--- src/rtl/dummy_accelerator_ctl_if.sv ---
// Purpose : bundle of the X-IF (issue/commit/result) and accelerator
//           datapath (request/response) signals of dummy_accelerator_ctl.
// Modports: slave  - the controller's view (consumes issue/commit, drives
//                    the datapath request and the X-IF result)
//           master - the environment's view (core + datapath side)
// Signals : x_issue_*  issue request, instruction, id, operands, accept
//           x_commit_* commit/kill strobe for an id
//           acc_*      datapath request (ctl, operands, tag) and response
//           x_result_* result returned to the core
interface dummy_accelerator_ctl_if;
    localparam int unsigned XLEN       = 32;
    localparam int unsigned X_ID_WIDTH = 4;
    localparam int unsigned X_NUM_RS   = 2;
    localparam int unsigned IMM_WIDTH  = 12;
    localparam int unsigned ADDR_WIDTH = 5;
    localparam int unsigned TAG_W      = X_ID_WIDTH + ADDR_WIDTH;

    logic                       x_issue_valid_i;
    logic                       x_issue_ready_o;
    logic [31:0]                x_issue_instr_i;
    logic [X_ID_WIDTH-1:0]      x_issue_id_i;
    logic [X_NUM_RS*XLEN-1:0]   x_issue_rs_i;
    logic [X_NUM_RS-1:0]        x_issue_rs_valid_i;
    logic                       x_issue_accept_o;
    logic                       x_issue_writeback_o;

    logic                       x_commit_valid_i;
    logic [X_ID_WIDTH-1:0]      x_commit_id_i;
    logic                       x_commit_kill_i;

    logic                       acc_valid_o;
    logic                       acc_ready_i;
    logic [IMM_WIDTH-1:0]       acc_ctl_o;
    logic [XLEN-1:0]            acc_op_a_o;
    logic [XLEN-1:0]            acc_op_b_o;
    logic [TAG_W-1:0]           acc_tag_o;

    logic                       acc_res_valid_i;
    logic                       acc_res_ready_o;
    logic [XLEN-1:0]            acc_res_data_i;
    logic [TAG_W-1:0]           acc_res_tag_i;

    logic                       x_result_valid_o;
    logic                       x_result_ready_i;
    logic [X_ID_WIDTH-1:0]      x_result_id_o;
    logic [ADDR_WIDTH-1:0]      x_result_rd_o;
    logic [XLEN-1:0]            x_result_data_o;
    logic                       x_result_we_o;

    logic                       busy_o;

    modport slave (
        input  x_issue_valid_i, x_issue_instr_i, x_issue_id_i, x_issue_rs_i,
               x_issue_rs_valid_i,
        output x_issue_ready_o, x_issue_accept_o, x_issue_writeback_o,
        input  x_commit_valid_i, x_commit_id_i, x_commit_kill_i,
        output acc_valid_o, acc_ctl_o, acc_op_a_o, acc_op_b_o, acc_tag_o,
        input  acc_ready_i,
        input  acc_res_valid_i, acc_res_data_i, acc_res_tag_i,
        output acc_res_ready_o,
        output x_result_valid_o, x_result_id_o, x_result_rd_o, x_result_data_o,
               x_result_we_o,
        input  x_result_ready_i,
        output busy_o
    );

    modport master (
        output x_issue_valid_i, x_issue_instr_i, x_issue_id_i, x_issue_rs_i,
               x_issue_rs_valid_i,
        input  x_issue_ready_o, x_issue_accept_o, x_issue_writeback_o,
        output x_commit_valid_i, x_commit_id_i, x_commit_kill_i,
        input  acc_valid_o, acc_ctl_o, acc_op_a_o, acc_op_b_o, acc_tag_o,
        output acc_ready_i,
        output acc_res_valid_i, acc_res_data_i, acc_res_tag_i,
        input  acc_res_ready_o,
        input  x_result_valid_o, x_result_id_o, x_result_rd_o, x_result_data_o,
               x_result_we_o,
        output x_result_ready_i,
        input  busy_o
    );
endinterface

--- src/rtl/dummy_accelerator_ctl.sv ---
// Purpose : X-IF sequencer for the dummy accelerator datapath. Decodes an
//           offloaded instruction, waits for its commit/kill, dispatches
//           ctl + operands + {id, rd} tag to the datapath and returns the
//           datapath result on the X-IF result bus. One instruction in flight.
// Ports   : clk_i  clock
//           rst_i  synchronous active-high reset
//           bus    dummy_accelerator_ctl_if.slave (issue, commit, datapath
//                  request/response, result, busy)
//           perf_accepted_o / perf_killed_o  32-bit event counters, present
//                  only when DUMMY_ACC_CTL_PERF_EN is defined
// Config  : DUMMY_ACC_CTL_PERF_EN - enables the performance counters.
module dummy_accelerator_ctl (
    input  logic                    clk_i,
    input  logic                    rst_i,
    dummy_accelerator_ctl_if.slave  bus
`ifdef DUMMY_ACC_CTL_PERF_EN
    ,
    output logic [31:0]             perf_accepted_o,
    output logic [31:0]             perf_killed_o
`endif
);
    localparam int unsigned XLEN       = 32;
    localparam int unsigned X_ID_WIDTH = 4;
    localparam int unsigned IMM_WIDTH  = 12;
    localparam int unsigned ADDR_WIDTH = 5;
    localparam int unsigned TAG_W      = X_ID_WIDTH + ADDR_WIDTH;

    localparam logic [6:0] ACC_OPCODE = 7'b1110111;
    localparam logic [2:0] ACC_FUNCT3 = 3'b000;

    typedef enum logic [2:0] {
        S_IDLE,
        S_WAIT_COMMIT,
        S_EXEC,
        S_WAIT_RES,
        S_RESULT
    } state_e;

    state_e                 state_q, state_d;
    logic [X_ID_WIDTH-1:0]  id_q, id_d;
    logic [ADDR_WIDTH-1:0]  rd_q, rd_d;
    logic [IMM_WIDTH-1:0]   ctl_q, ctl_d;
    logic [XLEN-1:0]        op_a_q, op_a_d;
    logic [XLEN-1:0]        op_b_q, op_b_d;
    logic [XLEN-1:0]        res_data_q, res_data_d;
    logic [TAG_W-1:0]       res_tag_q, res_tag_d;
    logic                   res_we_q, res_we_d;
    logic                   acc_valid_q, acc_valid_d;
    logic                   res_ready_q, res_ready_d;
    logic                   result_valid_q, result_valid_d;
    logic                   busy_q, busy_d;

    logic match;
    logic is_idle;
    logic issue_ready;
    logic issue_fire;
    logic commit_issue;
    logic commit_held;
    logic accept_evt;
    logic kill_evt;

    // rs1 index field is not needed: operands arrive already read
    logic unused_instr_bits;
    assign unused_instr_bits = ^bus.x_issue_instr_i[19:15];

    // Issue decode and commit matching
    always_comb begin
        match        = (bus.x_issue_instr_i[6:0] == ACC_OPCODE)
                    && (bus.x_issue_instr_i[14:12] == ACC_FUNCT3);
        is_idle      = (state_q == S_IDLE);
        // Non-matching instructions are always handshaked (and rejected);
        // matching ones wait until every operand is valid.
        issue_ready  = is_idle && (!match || (&bus.x_issue_rs_valid_i));
        issue_fire   = bus.x_issue_valid_i && issue_ready && match;
        commit_issue = bus.x_commit_valid_i
                    && (bus.x_commit_id_i == bus.x_issue_id_i);
        commit_held  = bus.x_commit_valid_i && (bus.x_commit_id_i == id_q);
    end

    // Next-state and registered-output logic
    always_comb begin
        state_d    = state_q;
        id_d       = id_q;
        rd_d       = rd_q;
        ctl_d      = ctl_q;
        op_a_d     = op_a_q;
        op_b_d     = op_b_q;
        res_data_d = res_data_q;
        res_tag_d  = res_tag_q;
        res_we_d   = res_we_q;
        accept_evt = 1'b0;
        kill_evt   = 1'b0;

        unique case (state_q)
            S_IDLE: begin
                if (issue_fire) begin
                    accept_evt = 1'b1;
                    id_d       = bus.x_issue_id_i;
                    rd_d       = bus.x_issue_instr_i[11:7];
                    ctl_d      = bus.x_issue_instr_i[31:20];
                    op_a_d     = bus.x_issue_rs_i[XLEN-1:0];
                    op_b_d     = bus.x_issue_rs_i[2*XLEN-1:XLEN];
                    // Commit/kill may arrive in the same cycle as the issue
                    if (commit_issue) begin
                        kill_evt = bus.x_commit_kill_i;
                        state_d  = bus.x_commit_kill_i ? S_IDLE : S_EXEC;
                    end else begin
                        state_d  = S_WAIT_COMMIT;
                    end
                end
            end
            S_WAIT_COMMIT: begin
                if (commit_held) begin
                    kill_evt = bus.x_commit_kill_i;
                    state_d  = bus.x_commit_kill_i ? S_IDLE : S_EXEC;
                end
            end
            S_EXEC: begin
                if (bus.acc_ready_i) begin
                    state_d = S_WAIT_RES;
                end
            end
            S_WAIT_RES: begin
                if (bus.acc_res_valid_i) begin
                    res_data_d = bus.acc_res_data_i;
                    res_tag_d  = bus.acc_res_tag_i;
                    res_we_d   = (bus.acc_res_tag_i[ADDR_WIDTH-1:0] != '0);
                    state_d    = S_RESULT;
                end
            end
            S_RESULT: begin
                if (bus.x_result_ready_i) begin
                    state_d = S_IDLE;
                end
            end
            default: state_d = S_IDLE;
        endcase

        // Handshake flags are decoded from the next state so they come
        // straight out of flops.
        acc_valid_d    = (state_d == S_EXEC);
        res_ready_d    = (state_d == S_WAIT_RES);
        result_valid_d = (state_d == S_RESULT);
        busy_d         = (state_d != S_IDLE);
    end

    always_ff @(posedge clk_i) begin
        if (rst_i) begin
            state_q        <= S_IDLE;
            id_q           <= '0;
            rd_q           <= '0;
            ctl_q          <= '0;
            op_a_q         <= '0;
            op_b_q         <= '0;
            res_data_q     <= '0;
            res_tag_q      <= '0;
            res_we_q       <= 1'b0;
            acc_valid_q    <= 1'b0;
            res_ready_q    <= 1'b0;
            result_valid_q <= 1'b0;
            busy_q         <= 1'b0;
        end else begin
            state_q        <= state_d;
            id_q           <= id_d;
            rd_q           <= rd_d;
            ctl_q          <= ctl_d;
            op_a_q         <= op_a_d;
            op_b_q         <= op_b_d;
            res_data_q     <= res_data_d;
            res_tag_q      <= res_tag_d;
            res_we_q       <= res_we_d;
            acc_valid_q    <= acc_valid_d;
            res_ready_q    <= res_ready_d;
            result_valid_q <= result_valid_d;
            busy_q         <= busy_d;
        end
    end

    // Issue-side outputs depend on the presented instruction, so they are
    // combinational from the decode.
    assign bus.x_issue_ready_o     = issue_ready;
    assign bus.x_issue_accept_o    = is_idle && match;
    assign bus.x_issue_writeback_o = is_idle && match;

    assign bus.acc_valid_o      = acc_valid_q;
    assign bus.acc_ctl_o        = ctl_q;
    assign bus.acc_op_a_o       = op_a_q;
    assign bus.acc_op_b_o       = op_b_q;
    assign bus.acc_tag_o        = {id_q, rd_q};
    assign bus.acc_res_ready_o  = res_ready_q;

    assign bus.x_result_valid_o = result_valid_q;
    assign bus.x_result_id_o    = res_tag_q[TAG_W-1:ADDR_WIDTH];
    assign bus.x_result_rd_o    = res_tag_q[ADDR_WIDTH-1:0];
    assign bus.x_result_data_o  = res_data_q;
    assign bus.x_result_we_o    = res_we_q;
    assign bus.busy_o           = busy_q;

`ifdef DUMMY_ACC_CTL_PERF_EN
    logic [31:0] perf_acc_q, perf_acc_d;
    logic [31:0] perf_kill_q, perf_kill_d;

    // Free-running event counters, wrapping naturally at 2^32
    always_comb begin
        perf_acc_d  = perf_acc_q + 32'(accept_evt);
        perf_kill_d = perf_kill_q + 32'(kill_evt);
    end

    always_ff @(posedge clk_i) begin
        if (rst_i) begin
            perf_acc_q  <= '0;
            perf_kill_q <= '0;
        end else begin
            perf_acc_q  <= perf_acc_d;
            perf_kill_q <= perf_kill_d;
        end
    end

    assign perf_accepted_o = perf_acc_q;
    assign perf_killed_o   = perf_kill_q;
`else
    logic unused_perf_evts;
    assign unused_perf_evts = accept_evt ^ kill_evt;
`endif

endmodule

--- src/flat_wrapper.sv ---
// flat-port wrapper written by rule: the top's interface ports become plain ports
module dummy_accelerator_ctl_flat 
  (clk_i, rst_i, bus_x_issue_valid_i, bus_x_issue_instr_i, bus_x_issue_id_i, bus_x_issue_rs_i, bus_x_issue_rs_valid_i, bus_x_issue_ready_o, bus_x_issue_accept_o, bus_x_issue_writeback_o, bus_x_commit_valid_i, bus_x_commit_id_i, bus_x_commit_kill_i, bus_acc_valid_o, bus_acc_ctl_o, bus_acc_op_a_o, bus_acc_op_b_o, bus_acc_tag_o, bus_acc_ready_i, bus_acc_res_valid_i, bus_acc_res_data_i, bus_acc_res_tag_i, bus_acc_res_ready_o, bus_x_result_valid_o, bus_x_result_id_o, bus_x_result_rd_o, bus_x_result_data_o, bus_x_result_we_o, bus_x_result_ready_i, bus_busy_o);
  dummy_accelerator_ctl_if bus_i ();
  input  logic clk_i;
  input  logic rst_i;
  input wire logic [$bits(bus_i.x_issue_valid_i)-1:0] bus_x_issue_valid_i;
  input wire logic [$bits(bus_i.x_issue_instr_i)-1:0] bus_x_issue_instr_i;
  input wire logic [$bits(bus_i.x_issue_id_i)-1:0] bus_x_issue_id_i;
  input wire logic [$bits(bus_i.x_issue_rs_i)-1:0] bus_x_issue_rs_i;
  input wire logic [$bits(bus_i.x_issue_rs_valid_i)-1:0] bus_x_issue_rs_valid_i;
  output wire logic [$bits(bus_i.x_issue_ready_o)-1:0] bus_x_issue_ready_o;
  output wire logic [$bits(bus_i.x_issue_accept_o)-1:0] bus_x_issue_accept_o;
  output wire logic [$bits(bus_i.x_issue_writeback_o)-1:0] bus_x_issue_writeback_o;
  input wire logic [$bits(bus_i.x_commit_valid_i)-1:0] bus_x_commit_valid_i;
  input wire logic [$bits(bus_i.x_commit_id_i)-1:0] bus_x_commit_id_i;
  input wire logic [$bits(bus_i.x_commit_kill_i)-1:0] bus_x_commit_kill_i;
  output wire logic [$bits(bus_i.acc_valid_o)-1:0] bus_acc_valid_o;
  output wire logic [$bits(bus_i.acc_ctl_o)-1:0] bus_acc_ctl_o;
  output wire logic [$bits(bus_i.acc_op_a_o)-1:0] bus_acc_op_a_o;
  output wire logic [$bits(bus_i.acc_op_b_o)-1:0] bus_acc_op_b_o;
  output wire logic [$bits(bus_i.acc_tag_o)-1:0] bus_acc_tag_o;
  input wire logic [$bits(bus_i.acc_ready_i)-1:0] bus_acc_ready_i;
  input wire logic [$bits(bus_i.acc_res_valid_i)-1:0] bus_acc_res_valid_i;
  input wire logic [$bits(bus_i.acc_res_data_i)-1:0] bus_acc_res_data_i;
  input wire logic [$bits(bus_i.acc_res_tag_i)-1:0] bus_acc_res_tag_i;
  output wire logic [$bits(bus_i.acc_res_ready_o)-1:0] bus_acc_res_ready_o;
  output wire logic [$bits(bus_i.x_result_valid_o)-1:0] bus_x_result_valid_o;
  output wire logic [$bits(bus_i.x_result_id_o)-1:0] bus_x_result_id_o;
  output wire logic [$bits(bus_i.x_result_rd_o)-1:0] bus_x_result_rd_o;
  output wire logic [$bits(bus_i.x_result_data_o)-1:0] bus_x_result_data_o;
  output wire logic [$bits(bus_i.x_result_we_o)-1:0] bus_x_result_we_o;
  input wire logic [$bits(bus_i.x_result_ready_i)-1:0] bus_x_result_ready_i;
  output wire logic [$bits(bus_i.busy_o)-1:0] bus_busy_o;
  assign bus_i.x_issue_valid_i = bus_x_issue_valid_i;
  assign bus_i.x_issue_instr_i = bus_x_issue_instr_i;
  assign bus_i.x_issue_id_i = bus_x_issue_id_i;
  assign bus_i.x_issue_rs_i = bus_x_issue_rs_i;
  assign bus_i.x_issue_rs_valid_i = bus_x_issue_rs_valid_i;
  assign bus_x_issue_ready_o = bus_i.x_issue_ready_o;
  assign bus_x_issue_accept_o = bus_i.x_issue_accept_o;
  assign bus_x_issue_writeback_o = bus_i.x_issue_writeback_o;
  assign bus_i.x_commit_valid_i = bus_x_commit_valid_i;
  assign bus_i.x_commit_id_i = bus_x_commit_id_i;
  assign bus_i.x_commit_kill_i = bus_x_commit_kill_i;
  assign bus_acc_valid_o = bus_i.acc_valid_o;
  assign bus_acc_ctl_o = bus_i.acc_ctl_o;
  assign bus_acc_op_a_o = bus_i.acc_op_a_o;
  assign bus_acc_op_b_o = bus_i.acc_op_b_o;
  assign bus_acc_tag_o = bus_i.acc_tag_o;
  assign bus_i.acc_ready_i = bus_acc_ready_i;
  assign bus_i.acc_res_valid_i = bus_acc_res_valid_i;
  assign bus_i.acc_res_data_i = bus_acc_res_data_i;
  assign bus_i.acc_res_tag_i = bus_acc_res_tag_i;
  assign bus_acc_res_ready_o = bus_i.acc_res_ready_o;
  assign bus_x_result_valid_o = bus_i.x_result_valid_o;
  assign bus_x_result_id_o = bus_i.x_result_id_o;
  assign bus_x_result_rd_o = bus_i.x_result_rd_o;
  assign bus_x_result_data_o = bus_i.x_result_data_o;
  assign bus_x_result_we_o = bus_i.x_result_we_o;
  assign bus_i.x_result_ready_i = bus_x_result_ready_i;
  assign bus_busy_o = bus_i.busy_o;
  dummy_accelerator_ctl u_core (.clk_i(clk_i), .rst_i(rst_i), .bus(bus_i));
endmodule
--- config.mk ---
export PLATFORM = sky130hd
export DESIGN_NAME = dummy_accelerator_ctl_flat
export DESIGN_NICKNAME = d
export VERILOG_FILES = /design/src/rtl/dummy_accelerator_ctl_if.sv /design/src/rtl/dummy_accelerator_ctl.sv /design/src/flat_wrapper.sv
export SDC_FILE = /design/constraint.sdc
export NUM_CORES = 1
export LEC_CHECK = 0
export BUFFER_PORTS_ARGS = -buffer_cell sky130_fd_sc_hd__buf_2
export CORE_MARGIN = 2
export CORE_UTILIZATION = 30
export CTS_CLUSTER_DIAMETER = 80
export CTS_CLUSTER_SIZE = 10
export DETAILED_ROUTE_END_ITERATION = 8
export SYNTH_ARGS = -nofsm -noshare
export SYNTH_HDL_FRONTEND = slang
export SYNTH_SLANG_ARGS = --single-unit
--- constraint.sdc ---
create_clock -name clk_i -period 2.2 [get_ports clk_i]
set_input_delay 0.44 -clock clk_i [delete_from_list [all_inputs] [get_ports clk_i]]
set_output_delay 0.44 -clock clk_i [all_outputs]
set_load 0.05 [all_outputs]
==> results.sh <==
export IMPL_num_vias=4922
export IMPL_die_area_mm2=0.01728
export IMPL_setup_viol=2
export IMPL_final_area_mm2=0.007338
export IMPL_drc=0
export IMPL_synthCells=607
export IMPL_dr_wl_met2_um=6986
export IMPL_ant_nets=0
export IMPL_finalMaxSlewViolations=0
export IMPL_hold_class="in -> reg"
export IMPL_fp_dieW_um=131.5
export IMPL_cellLeakagePower_nw=3.280
export IMPL_cts_tree="done"
export IMPL_syn_avg_cell_area_um2=8.031
export IMPL_dpl_instance_area_mm2=0.006585
export IMPL_grt_pass1_wl_um=22850
export IMPL_cts_buffers=17
export IMPL_required_ns=1.76
export IMPL_dr_wl_met3_um=934
export IMPL_synthDistinctLibCells=36
export IMPL_coreArea_mm2=0.01589
export IMPL_tightest_slew_ns=0.6679
export IMPL_grt_total_usage_pct=16.54
export IMPL_p_per_area_mw_per_mm2=755.7
export IMPL_clk_latency_ns=0.41
export IMPL_ir_drop_mv=0.4596
export IMPL_io_pins=289
export IMPL_hold_buffers=0
export IMPL_finalCritPeriodShare_pct=108.9
export IMPL_finish_utilization_pct=46.20
export IMPL_area_growth_pct=50.54
export IMPL_dp_hpwl_um=10300
export IMPL_dr_pass1_iters=4
export IMPL_whs_ns=0.2286
export IMPL_wl_met1_um=6446
export IMPL_max_freq_ghz=0.4175
export IMPL_cts_max_path_buffers=2
export IMPL_syn_num_nets=762
export IMPL_io_buffers=283
export IMPL_synth_most_common_cell="nand2_1"
export IMPL_violations="setup timing"
export IMPL_place_congestion=0.7603
export IMPL_maxSlewHeadroom_pct=55.48
export IMPL_grt_ovfl_total=0
export IMPL_grt_max_degree=128
export IMPL_ys_ff_latch=134
export IMPL_num_nets_final=1049
export IMPL_die_y_um=131.5
export IMPL_ys_warn_count=0
export IMPL_fill_cells=1657
export IMPL_drtIter0Drc=171
export IMPL_yosys_area_top_type_share_pct=55.03
export IMPL_start_util_pct=30.69
export IMPL_synth_area_leaders="dfxtp_1, nand2_1, a21oi_1, buf_6, clkbuf_1"
export IMPL_drive_above_1_share_pct=39.14
export IMPL_synth_area_mm2=0.004875
export IMPL_top_layer="met4"
export IMPL_ys_flop_type="dfxtp_1"
export IMPL_crit_type="reg -> out"
export IMPL_endpoint_kind="primary output"
export IMPL_wl_um=14760
export IMPL_cts_sinks=134
export IMPL_wl_per_cell_um=13.14
export IMPL_finalWorstSetupSlack_ns=-0.1952
export IMPL_crit_fanout=3
export IMPL_synth_commonest_cells="nand2_1, dfxtp_1, a21oi_1"
export IMPL_grt_pass1_vias=4582
export IMPL_routed_via_density=4.383
export IMPL_cts_root_buf="clkbuf_16"
export IMPL_drv_cap=0
export IMPL_hold_viol_final=0
export IMPL_crit_path_start_kind="flip-flop"
export IMPL_fin_skew_ns=0.008205
export IMPL_cts_clk_slew_worst_paths_ns=0.06
export IMPL_status="complete, but fails checks"
export IMPL_seq_area_frac_synth_pct=55.03
export IMPL_synth_edf_count=0
export IMPL_async_flop_share_pct=0
export IMPL_rows=46
export IMPL_period_needed_ns=2.395
export IMPL_antenna_found_initial=0
export IMPL_rsz0062_at_grt="true"
export IMPL_htreeDepth=4
export IMPL_cp_data_arrival_time_ns=1.96
export IMPL_antenna_cells=0
export IMPL_yosys_area_top_type="dfxtp_1"
==> repair_timing <==
item | 4_1_cts | 5_1_grt
endpoints found under the setup margin | 3 | 12
gates resized for setup | 3 | 11
cloned | 0 | 2
pin swaps | 1 | 1
setup buffers | 2 | 2
==> logic make-up after synthesis <==
logic type      synth area share (%)
simple gates                   23.51
compound gates                 14.68
flops                          55.03
buf+inv                        5.339
xor+xnor                       1.437
==> final timing paths <==
path / from / to / slack [ns] / cells after the start
setup reg to reg: u_core.state_q[2] / u_core.bus.acc_op_b_o[1] / 0.03 / 9
hold / removal: rst_i / u_core.state_q[0] / 0.23 / 2
setup / recovery: u_core.state_q[2] / bus_x_issue_writeback_o / -0.20 / 5
hold reg to reg: u_core.bus.x_result_data_o[8] / u_core.bus.x_result_data_o[8] / 0.45 / 2
==> layout make-up <==
class                      instances  area [um^2]  area share [%]
clock buffer                      21        460.4           6.275
clock inverter                    11        148.9           2.029
inverter                           3        18.77          0.2558
multi-input combinational        428         1971           26.85
sequential                       134         2684           36.57
tap                              216        270.3           3.683
timing repair buffer             310         1785           24.33
==> power by group <==
part / internal, mW / leakage (nW) / switching (mW) / total [mW]
combinational: 0.111 / 1.90 / 0.0968 / 0.208
sequential: 2.43 / 1.08 / 0.0000760 / 2.43
clock: 1.85 / 0.301 / 1.06 / 2.91
total: 4.39 / 3.28 / 1.16 / 5.55
==> cell usage in the layout, fill, tap and decap left out, types with 2 or more instances in the layout <==
cell type  count
a21oi_1      121
clkbuf_1       2
nor3b_1        2
nand2b_1       3
dfxtp_1      133
buf_4         18
buf_2        280
and3_1         2
buf_12         8
xor2_1         4
clkinv_2       3
nand3_1        2
a21oi_2        8
clkbuf_16     19
clkinv_4       4
bufinv_16      3
nor2_1         6
clkbuf_8       2
xnor2_1        4
inv_1          2
nand2_1      254
==> per-stage QoR <==
| stage | power [mW] | setup TNS [ns] | instances | setup slack (ns) |
|---|---|---|---|---|
| 6_report | 5.546 | -0.3633 | 1123 | -0.1952 |
| 5_1_grt | 5.759 | -0.8225 | 1123 | -0.2441 |
| 4_1_cts | 5.636 | -0.4280 | 1119 | -0.2291 |
| 3_5_place_dp | 2.688 | -18.27 | 1085 | -0.2767 |
| 3_3_place_gp | 2.689 | -17.45 | 1085 | -0.2775 |
| 2_1_floorplan | 2.534 | -5.865 | 607 | -0.1036 |
==> flip-flops by register name (all words and copies together), names as in the netlist, 3 cells and up <==
| register | cells |
|---|---|
| u_core.bus.acc_ctl_o | 12 |
| u_core.bus.acc_op_a_o | 32 |
| u_core.bus.acc_op_b_o | 32 |
| u_core.bus.x_result_data_o | 32 |
| u_core.id_q | 4 |
| u_core.rd_q | 5 |
| u_core.res_tag_q | 9 |
| u_core.state_q | 3 |
==> critical path, cell delays in order (launching register included) <==
cell and delay, ns:
dfxtp_2 0.32, or3_4 0.40, or4_4 0.53, inv_8 0.09
buf_12 0.09, buf_12 0.12
==> per-layer routing <==
metal,GRT usage [%],vias to the layer above
met5,0,-
met4,8.635,0
met3,4.514,26
met2,27.11,166
met1,19.79,2176
li1,-,2554
No activity file was read; power rests on OpenSTA's default activity.
